File: config.mk
export PLATFORM = sky130hd
export DESIGN_NAME = core_bus_arbiter_flat
export DESIGN_NICKNAME = d
export VERILOG_FILES = /design/src/rtl/core_bus_arbiter_pkg.sv /design/src/rtl/core_bus_arbiter_if.sv /design/src/rtl/core_bus_arbiter.sv /design/src/flat_wrapper.sv
export SDC_FILE = /design/constraint.sdc
export NUM_CORES = 1
export LEC_CHECK = 0
export CAP_MARGIN = 20
export CORE_AREA = 5 5 211 213
export DETAILED_ROUTE_END_ITERATION = 10
export DIE_AREA = 0 0 216 218
export HOLD_SLACK_MARGIN = 0.05
export SKIP_CTS_REPAIR_TIMING = 1
export SLEW_MARGIN = 20
export SYNTH_ARGS = -nofsm -noshare
export SYNTH_HDL_FRONTEND = slang
export SYNTH_SLANG_ARGS = --single-unit
File: constraint.sdc
create_clock -name clk -period 4.5 [get_ports clk]
set_input_delay 0.9 -clock clk [delete_from_list [all_inputs] [get_ports clk]]
set_output_delay 0.9 -clock clk [all_outputs]
set_load 0.1 [all_outputs]
File: src/rtl/core_bus_arbiter_pkg.sv
// Shared bus types for the core-to-cbus arbiter.
// Request/response bundles, arbiter state and owner encodings.
package core_bus_arbiter_pkg;

    typedef logic [63:0] addr_t;
    typedef logic [63:0] word_t;
    typedef logic [7:0]  strobe_t;

    typedef enum logic [2:0] {
        MSIZE1 = 3'd0,
        MSIZE2 = 3'd1,
        MSIZE4 = 3'd2,
        MSIZE8 = 3'd3
    } msize_t;

    typedef enum logic [3:0] {
        MLEN1 = 4'd0,
        MLEN2 = 4'd1,
        MLEN4 = 4'd3,
        MLEN8 = 4'd7
    } mlen_t;

    typedef enum logic [1:0] {
        AXI_BURST_FIXED = 2'd0,
        AXI_BURST_INCR  = 2'd1,
        AXI_BURST_WRAP  = 2'd2
    } axi_burst_t;

    typedef struct packed {
        logic  valid;
        addr_t addr;
    } ibus_req_t;

    typedef struct packed {
        logic  addr_ok;
        logic  data_ok;
        word_t data;
    } ibus_resp_t;

    typedef struct packed {
        logic    valid;
        addr_t   addr;
        msize_t  size;
        strobe_t strobe;
        word_t   data;
    } dbus_req_t;

    typedef struct packed {
        logic  addr_ok;
        logic  data_ok;
        word_t data;
    } dbus_resp_t;

    typedef struct packed {
        logic       valid;
        logic       is_write;
        msize_t     size;
        addr_t      addr;
        strobe_t    strobe;
        word_t      data;
        mlen_t      len;
        axi_burst_t burst;
    } cbus_req_t;

    typedef struct packed {
        logic  ready;
        logic  last;
        word_t data;
    } cbus_resp_t;

    typedef enum logic {
        ARB_IDLE = 1'b0,
        ARB_BUSY = 1'b1
    } arb_state_t;

    typedef enum logic [1:0] {
        OWN_NONE = 2'd0,
        OWN_I    = 2'd1,
        OWN_D    = 2'd2
    } arb_owner_t;

    function automatic cbus_req_t i_to_cbus(addr_t addr);
        cbus_req_t c;
        c          = '0;
        c.valid    = 1'b1;
        c.is_write = 1'b0;
        c.size     = MSIZE4;
        c.addr     = addr;
        c.len      = MLEN1;
        c.burst    = AXI_BURST_FIXED;
        return c;
    endfunction

    function automatic cbus_req_t d_to_cbus(dbus_req_t d);
        cbus_req_t c;
        c          = '0;
        c.valid    = 1'b1;
        c.is_write = |d.strobe;
        c.size     = d.size;
        c.addr     = d.addr;
        c.strobe   = d.strobe;
        c.data     = d.data;
        c.len      = MLEN1;
        c.burst    = AXI_BURST_FIXED;
        return c;
    endfunction

endpackage

File: src/rtl/core_bus_arbiter_if.sv
// Bundle of the core-side ibus/dbus and the merged cbus port.
// slave is the arbiter view, master is the core+memory view.
interface core_bus_arbiter_if;
    import core_bus_arbiter_pkg::*;

    ibus_req_t  ireq;
    ibus_resp_t iresp;
    dbus_req_t  dreq;
    dbus_resp_t dresp;
    cbus_req_t  oreq;
    cbus_resp_t oresp;

    modport slave (
        input  ireq,
        input  dreq,
        input  oresp,
        output iresp,
        output dresp,
        output oreq
    );

    modport master (
        output ireq,
        output dreq,
        output oresp,
        input  iresp,
        input  dresp,
        input  oreq
    );

endinterface

File: src/rtl/core_bus_arbiter.sv
// Merges ibus and dbus onto one single-beat cbus port.
// dbus wins contention until ibus has waited STARVE_LIMIT grants.
module core_bus_arbiter #(
    parameter int STARVE_LIMIT = 4
) (
    input logic               clk,
    input logic               reset,
    core_bus_arbiter_if.slave bus
);
    import core_bus_arbiter_pkg::*;

    localparam int CW = $clog2(STARVE_LIMIT + 1);
    localparam logic [CW-1:0] LIMIT = CW'(STARVE_LIMIT);

    arb_state_t    state;
    arb_owner_t    owner;
    arb_owner_t    pick;
    cbus_req_t     req_q;
    logic [CW-1:0] starve_cnt;
    logic          dropped_q;
    logic          done;
    logic          owner_valid;
    logic          deliver;

    always_comb begin
        pick = OWN_NONE;
        unique case (1'b1)
            bus.dreq.valid && bus.ireq.valid:
                pick = (starve_cnt == LIMIT) ? OWN_I : OWN_D;
            bus.dreq.valid && !bus.ireq.valid:
                pick = OWN_D;
            !bus.dreq.valid && bus.ireq.valid:
                pick = OWN_I;
            default: pick = OWN_NONE;
        endcase
    end

    always_comb begin
        owner_valid = 1'b0;
        unique case (owner)
            OWN_I:   owner_valid = bus.ireq.valid;
            OWN_D:   owner_valid = bus.dreq.valid;
            default: owner_valid = 1'b0;
        endcase
    end

    assign done = (state == ARB_BUSY) && !reset
                  && bus.oresp.ready && bus.oresp.last;
    // A requester that let go of valid mid-flight no longer wants the answer.
    assign deliver = done && owner_valid && !dropped_q;

    always_comb begin
        bus.oreq  = (state == ARB_BUSY) ? req_q : '0;
        bus.iresp = '0;
        bus.dresp = '0;
        if (deliver && owner == OWN_I) begin
            bus.iresp.addr_ok = 1'b1;
            bus.iresp.data_ok = 1'b1;
            bus.iresp.data    = bus.oresp.data;
        end
        if (deliver && owner == OWN_D) begin
            bus.dresp.addr_ok = 1'b1;
            bus.dresp.data_ok = 1'b1;
            bus.dresp.data    = bus.oresp.data;
        end
    end

    always_ff @(posedge clk) begin
        if (reset) begin
            state      <= ARB_IDLE;
            owner      <= OWN_NONE;
            req_q      <= '0;
            starve_cnt <= '0;
            dropped_q  <= 1'b0;
        end else begin
            unique case (state)
                ARB_IDLE: begin
                    if (pick != OWN_NONE) begin
                        state     <= ARB_BUSY;
                        owner     <= pick;
                        dropped_q <= 1'b0;
                    end
                    if (pick == OWN_D) begin
                        req_q <= d_to_cbus(bus.dreq);
                        if (bus.ireq.valid && starve_cnt != LIMIT)
                            starve_cnt <= starve_cnt + 1'b1;
                    end
                    if (pick == OWN_I) begin
                        req_q      <= i_to_cbus(bus.ireq.addr);
                        starve_cnt <= '0;
                    end
                end
                ARB_BUSY: begin
                    if (!owner_valid)
                        dropped_q <= 1'b1;
                    if (bus.oresp.ready && bus.oresp.last) begin
                        state <= ARB_IDLE;
                        owner <= OWN_NONE;
                        req_q <= '0;
                    end
                end
                default: state <= ARB_IDLE;
            endcase
        end
    end

endmodule

File: src/flat_wrapper.sv
// flat-port wrapper written by rule: the top's interface ports become plain ports
module core_bus_arbiter_flat import core_bus_arbiter_pkg::*;
#(
    parameter int STARVE_LIMIT = 4
)
  (clk, reset, bus_ireq, bus_dreq, bus_oresp, bus_iresp, bus_dresp, bus_oreq);
  core_bus_arbiter_if bus_i ();
  input logic clk;
  input logic reset;
  input wire logic [$bits(bus_i.ireq)-1:0] bus_ireq;
  input wire logic [$bits(bus_i.dreq)-1:0] bus_dreq;
  input wire logic [$bits(bus_i.oresp)-1:0] bus_oresp;
  output wire logic [$bits(bus_i.iresp)-1:0] bus_iresp;
  output wire logic [$bits(bus_i.dresp)-1:0] bus_dresp;
  output wire logic [$bits(bus_i.oreq)-1:0] bus_oreq;
  assign bus_i.ireq = bus_ireq;
  assign bus_i.dreq = bus_dreq;
  assign bus_i.oresp = bus_oresp;
  assign bus_iresp = bus_i.iresp;
  assign bus_dresp = bus_i.dresp;
  assign bus_oreq = bus_i.oreq;
  core_bus_arbiter #(.STARVE_LIMIT(STARVE_LIMIT)) u_core (.clk(clk), .reset(reset), .bus(bus_i));
endmodule
Yosys cells after proc, flatten, opt, wreduce, memory -nomap -nowiden. Index checks and enable logic that the tools add are counted. W data, S select, Z words.

Register bits after elaboration: 154. Bits in latches: 0. RAM bits: 0. Memory bits (read-only): 0. Input bits: 273. Output and inout bits: 279. Memories kept: 0.

Add/subtract/negate cells: 1. Multipliers: 0. Div/mod/pow operators: 0. Order comparisons: 0. Equal/unequal tests: 10. Shift operators: 0. Muxes and demuxes: 22. Bitwise logic cells: 1. Reduce and logical (&&, ||, !) cells: 24.

Operators by type and width (number): $mux W147 (4); $pmux W147 S2 (1); $mux W66 (2); $logic_and A1 B1 Y1 (12); $mux W3 (3); $reduce_or A8 Y1 (1); $mux W2 (3); $pmux W1 S2 (3); $pmux W2 S3 (1); $reduce_and A2 Y1 (3); $reduce_bool A2 Y1 (3); $eq A2 B1 Y1 const B (2); $eq A2 B2 Y1 const B (2); $logic_not A1 Y1 (4); $mux W1 (4); $ne A2 B2 Y1 const B (2); $pmux W2 S2 (1); $add A3 B1 Y3 const B (1); $eq A3 B3 Y1 const B (1); $ne A3 B1 Y1 const B (1); $ne A3 B3 Y1 const B (1); $reduce_and A3 Y1 (1); $ne A2 B1 Y1 const B (1); $not A1 Y1 (1).

Longest topological paths before layout.
Word-level depth: 8. Mapped depth: 8. Mapped depth without buffers: 5.

Least setup slack after synthesis. Ideal clock, no wire load.

Path type: input-to-output. From: input bus_ireq[64]. To: output bus_iresp[56]. Data arrival time: 3981 ps. Required time: 3600 ps. Setup slack: -381 ps. Stages on the path: 6. Cells stage by stage: clkbuf_2 -> a22oi_1 -> or4b_1 -> clkbuf_1 -> clkbuf_1 -> nor3_1.

Longest elaborated chain between the ends: 5.

RTL lines: start, declared (line flat_wrapper.sv:10) `input wire logic [$bits(bus_i.ireq)-1:0] bus_ireq;`; $pmux W1 S2 (line core_bus_arbiter.sv:40) `unique case (owner)`; $logic_and A1 B1 Y1 (2 in a row) (line core_bus_arbiter.sv:50) `assign deliver = done && owner_valid && !dropped_q;`; $logic_and A1 B1 Y1 (line core_bus_arbiter.sv:56) `if (deliver && owner == OWN_I) begin`; $mux W66 (line core_bus_arbiter.sv:56); end, declared (line flat_wrapper.sv:13) `output wire logic [$bits(bus_i.iresp)-1:0] bus_iresp;`.

No other way between the ends.

Final worst setup path.
From: input bus_oresp[64]. To: output bus_dresp[8].

Longest elaborated chain between the ends: 5.

RTL lines: start, declared (line flat_wrapper.sv:12) `input wire logic [$bits(bus_i.oresp)-1:0] bus_oresp;`; $logic_and A1 B1 Y1 (line core_bus_arbiter.sv:48) `&& bus.oresp.ready && bus.oresp.last;`; $logic_and A1 B1 Y1 (2 in a row) (line core_bus_arbiter.sv:50); $logic_and A1 B1 Y1 (line core_bus_arbiter.sv:61) `if (deliver && owner == OWN_D) begin`; $mux W66 (line core_bus_arbiter.sv:61); end, declared (line flat_wrapper.sv:14) `output wire logic [$bits(bus_i.dresp)-1:0] bus_dresp;`.

No other way between the ends.

==> impl_metrics.json <==
{
  "grt_pass1_vias": 10400,
  "synth_seq_cells": 148,
  "syn-cell-area_mm2": 0.00869,
  "synth_compound_area_share_pct": 9.94,
  "rows": 76,
  "clk_latency_ns": 0.46,
  "ys_types": 34,
  "grt_use_total_pct": 18.2,
  "cts_tree": "yes",
  "dp_hpwl_um": 33700,
  "power_density_mw_per_mm2": 246,
  "core_mm2": 0.0425,
  "synth.avg_cell_area_um2": 7.52,
  "drive_gt1_share_pct": 25.4,
  "start_util_pct": 20.4,
  "share_seq_of_total_power_pct": 36.1,
  "rsz0062_at_grt": "false",
  "detail_route.wl_per_cell_um": 20.8,
  "dieArea_mm2": 0.0471,
  "cts_max_level": 4,
  "r2r_start": "u_core.state$_SDFF_PP0_",
  "numCtsBuffers": 17,
  "final.min_clock_period_ns": 4.05,
  "r2r_slack_ns": 1.93,
  "numPortBuffers": 545,
  "r2r_cells": 5,
  "dr_total_vias": 10300,
  "place_ws_ns": 0.427,
  "dp_cells": 2130,
  "utilization_pct": 38.1,
  "p_switching_uw": 1360,
  "synth_most_common_cell": "nand3_1",
  "cts_buffer_depth": 2,
  "whs_endpoint": "u_core.req_q[146]$_SDFFE_PP0P_",
  "drt_iter0_markers": 604,
  "drc_errors": 0,
  "worstHoldStart": "u_core.req_q[146]$_SDFFE_PP0P_",
  "synth-edff-count": 0,
  "io_pins": 552,
  "clkPwrFrac_pct": 36.9,
  "cts_root_buf": "clkbuf_16",
  "required_ns": 3.60,
  "endpoint_kind": "primary output",
  "status": "completed",
  "hold_ws_ns": 0.451,
  "worstHoldPathType": "reg -> reg",
  "synthCells": 1156,
  "instances_no_fill": 2166,
  "p_sw_share_pct": 34.1,
  "synth-simple-area-share_pct": 44.3,
  "r2r-end": "u_core.req_q[71]$_SDFFE_PP0P_",
  "worst_pin_slew_ns": 1.04,
  "globalRouteOverflowTotal": 0,
  "grt_pass1_wl_um": 65600,
  "synth_top_family_by_area": "simple AND/OR/NAND/NOR gates",
  "critPathArrivalTime_ns": 3.15,
  "synth.mux.area_fraction_pct": 0.115,
  "synth_top_area_cell": "dfxtp_1",
  "hold_viol": 0,
  "clock_skew_ns": 0.0162,
  "clock_sinks": 148,
  "timing.final.ws_setup_ns": 0.454,
  "irDropWorstVdd_mv": 0.267,
  "critPathLaunchType": "primary input",
  "hold_depth": 2,
  "synthAdderAreaFrac_pct": 0.576,
  "max_freq_mhz": 247,
  "power.total_uw": 3970,
  "cp_max_fo": 28,
  "yosys_warnings": 0,
  "combPwrFrac_pct": 27.0,
  "die_h_um": 218,
  "ys_seq_area_share_pct": 34.1,
  "drt-total-wl_um": 45100,
  "globalplace.congestion": 0.840,
  "ys_async_sr_fraction_pct": 0,
  "areaGrowthSynthToFinish_pct": 86.2,
  "synth-main-ff-cell": "dfxtp_1",
  "dieWidth_um": 216,
  "drt_pre_antenna_iters": 5,
  "antenna_found_initial": 11,
  "finalNetCount": 1880,
  "grt_start_max_net_pins": 145,
  "slew_headroom_pct": 30.7,
  "worst-setup-path-type": "in -> out",
  "setup_viol": 0,
  "p_int_uw": 2620,
  "drv_cap": 0,
  "synth_top_cell_area_share_pct": 34.1,
  "clk_pin_slew_ns": 0.06,
  "final_max_slew_viol_count": 0,
  "period_share_pct": 89.9,
  "synth_xor_area_share_pct": 0.202,
  "ant_nets": 0,
  "synth_area_leaders": "dfxtp_1 34%, nand3_1 20%, nor3_2 12%",
  "synth_common_cells": "342 x nand3_1, 148 x dfxtp_1, 142 x and2_1",
  "vias_per_cell": 4.76,
  "leakage_uw": 0.00599
}
==> worst max-delay path by stage <==
stage,startpoint,to,cells after the start
3_3_place_gp,bus_oresp[64],bus_dresp[6],7
6_report,bus_oresp[64],bus_dresp[8],7
4_1_cts,bus_oresp[64],bus_dresp[8],7
3_5_place_dp,bus_oresp[64],bus_dresp[8],7
2_1_floorplan,bus_ireq[64],bus_iresp[56],6
5_1_grt,bus_oresp[64],bus_dresp[19],6
==> flip-flops by register name (all words and copies together) (netlist names) <==
signal / cells
u_core.owner: 2
u_core.dropped_q: 1
u_core.req_q: 141
u_core.starve_cnt: 3
u_core.state: 1
==> layout make-up <==
| type | instances | area [um2] |
|---|---|---|
| antenna | 4 | 10.0 |
| clock buffer | 19 | 453 |
| clock inverter | 13 | 131 |
| fill | 4270 | 26300 |
| inverter | 70 | 263 |
| multi-input combinational | 795 | 4860 |
| sequential | 148 | 2970 |
| tap | 546 | 683 |
| timing repair buffer | 571 | 6810 |
==> through the flow <==
step | area (um2) | setup TNS, ns
global route | 16200 | 0
finish | 16200 | 0
detailed placement | 15600 | 0
global placement | 15600 | 0
floorplan | 8710 | -10.91
CTS | 16200 | 0
==> worst max-delay path, stage by stage <==
cell and delay (ns):
clkdlybuf4s50_1 0.52, nand3_4 0.13, or4b_4 0.69, buf_12 0.25
nor3_1 0.28, buf_4 0.19, buf_12 0.16
==> layer usage <==
| layer | vias to the layer above | wire length (um) | global-route usage (%) |
|---|---|---|---|
| li1 | 4884 | - | - |
| met1 | 4903 | 17100 | 20.2 |
| met2 | 449 | 23200 | 32.0 |
| met3 | 73 | 3280 | 5.72 |
| met4 | 10 | 1490 | 7.99 |
| met5 | - | 69 | 0 |
==> power by group through the flow <==
stage / registers (uW) / logic [uW] / clock network, uW
5_1_grt: 1440 / 1140 / 1560
4_1_cts: 1430 / 1080 / 1510
3_5_place_dp: 1460 / 1080 / 0
3_3_place_gp: 1460 / 1080 / 0
2_1_floorplan: 1440 / 647 / 0
6_report: 1430 / 1070 / 1470
==> placed cells by master (no fill, tap or decap), types with 2 or more instances in the layout <==
master,n
clkinv_2,5
nor3_2,100
nor2b_4,2
diode_2,4
a31oi_1,64
buf_12,141
or4_1,2
conb_1,6
clkinvlp_4,3
buf_4,128
nand3_4,2
a32oi_1,2
inv_2,2
clkdlybuf4s50_1,302
nand2_1,2
nor2_1,6
o31ai_1,2
clkbuf_16,17
nor3_1,31
bufinv_16,2
a21oi_1,77
inv_1,68
dfxtp_1,147
ha_1,4
clkbuf_8,2
and2_1,142
a22oi_1,2
nand3_1,341
==> kinds of logic (layout without fill, tap and decap cells) <==
group / Yosys count / in the layout
and+or+nand+nor: 631 / 631
buffers and inverters: 218 / 673
AOI/OAI and AO/OA: 151 / 151
DFF: 148 / 148
adders and majority gates: 4 / 4
xor gates and xnor gates: 2 / 2
other: 1 / 10
muxes: 1 / 1
No activity file was read; power rests on OpenSTA's default activity.
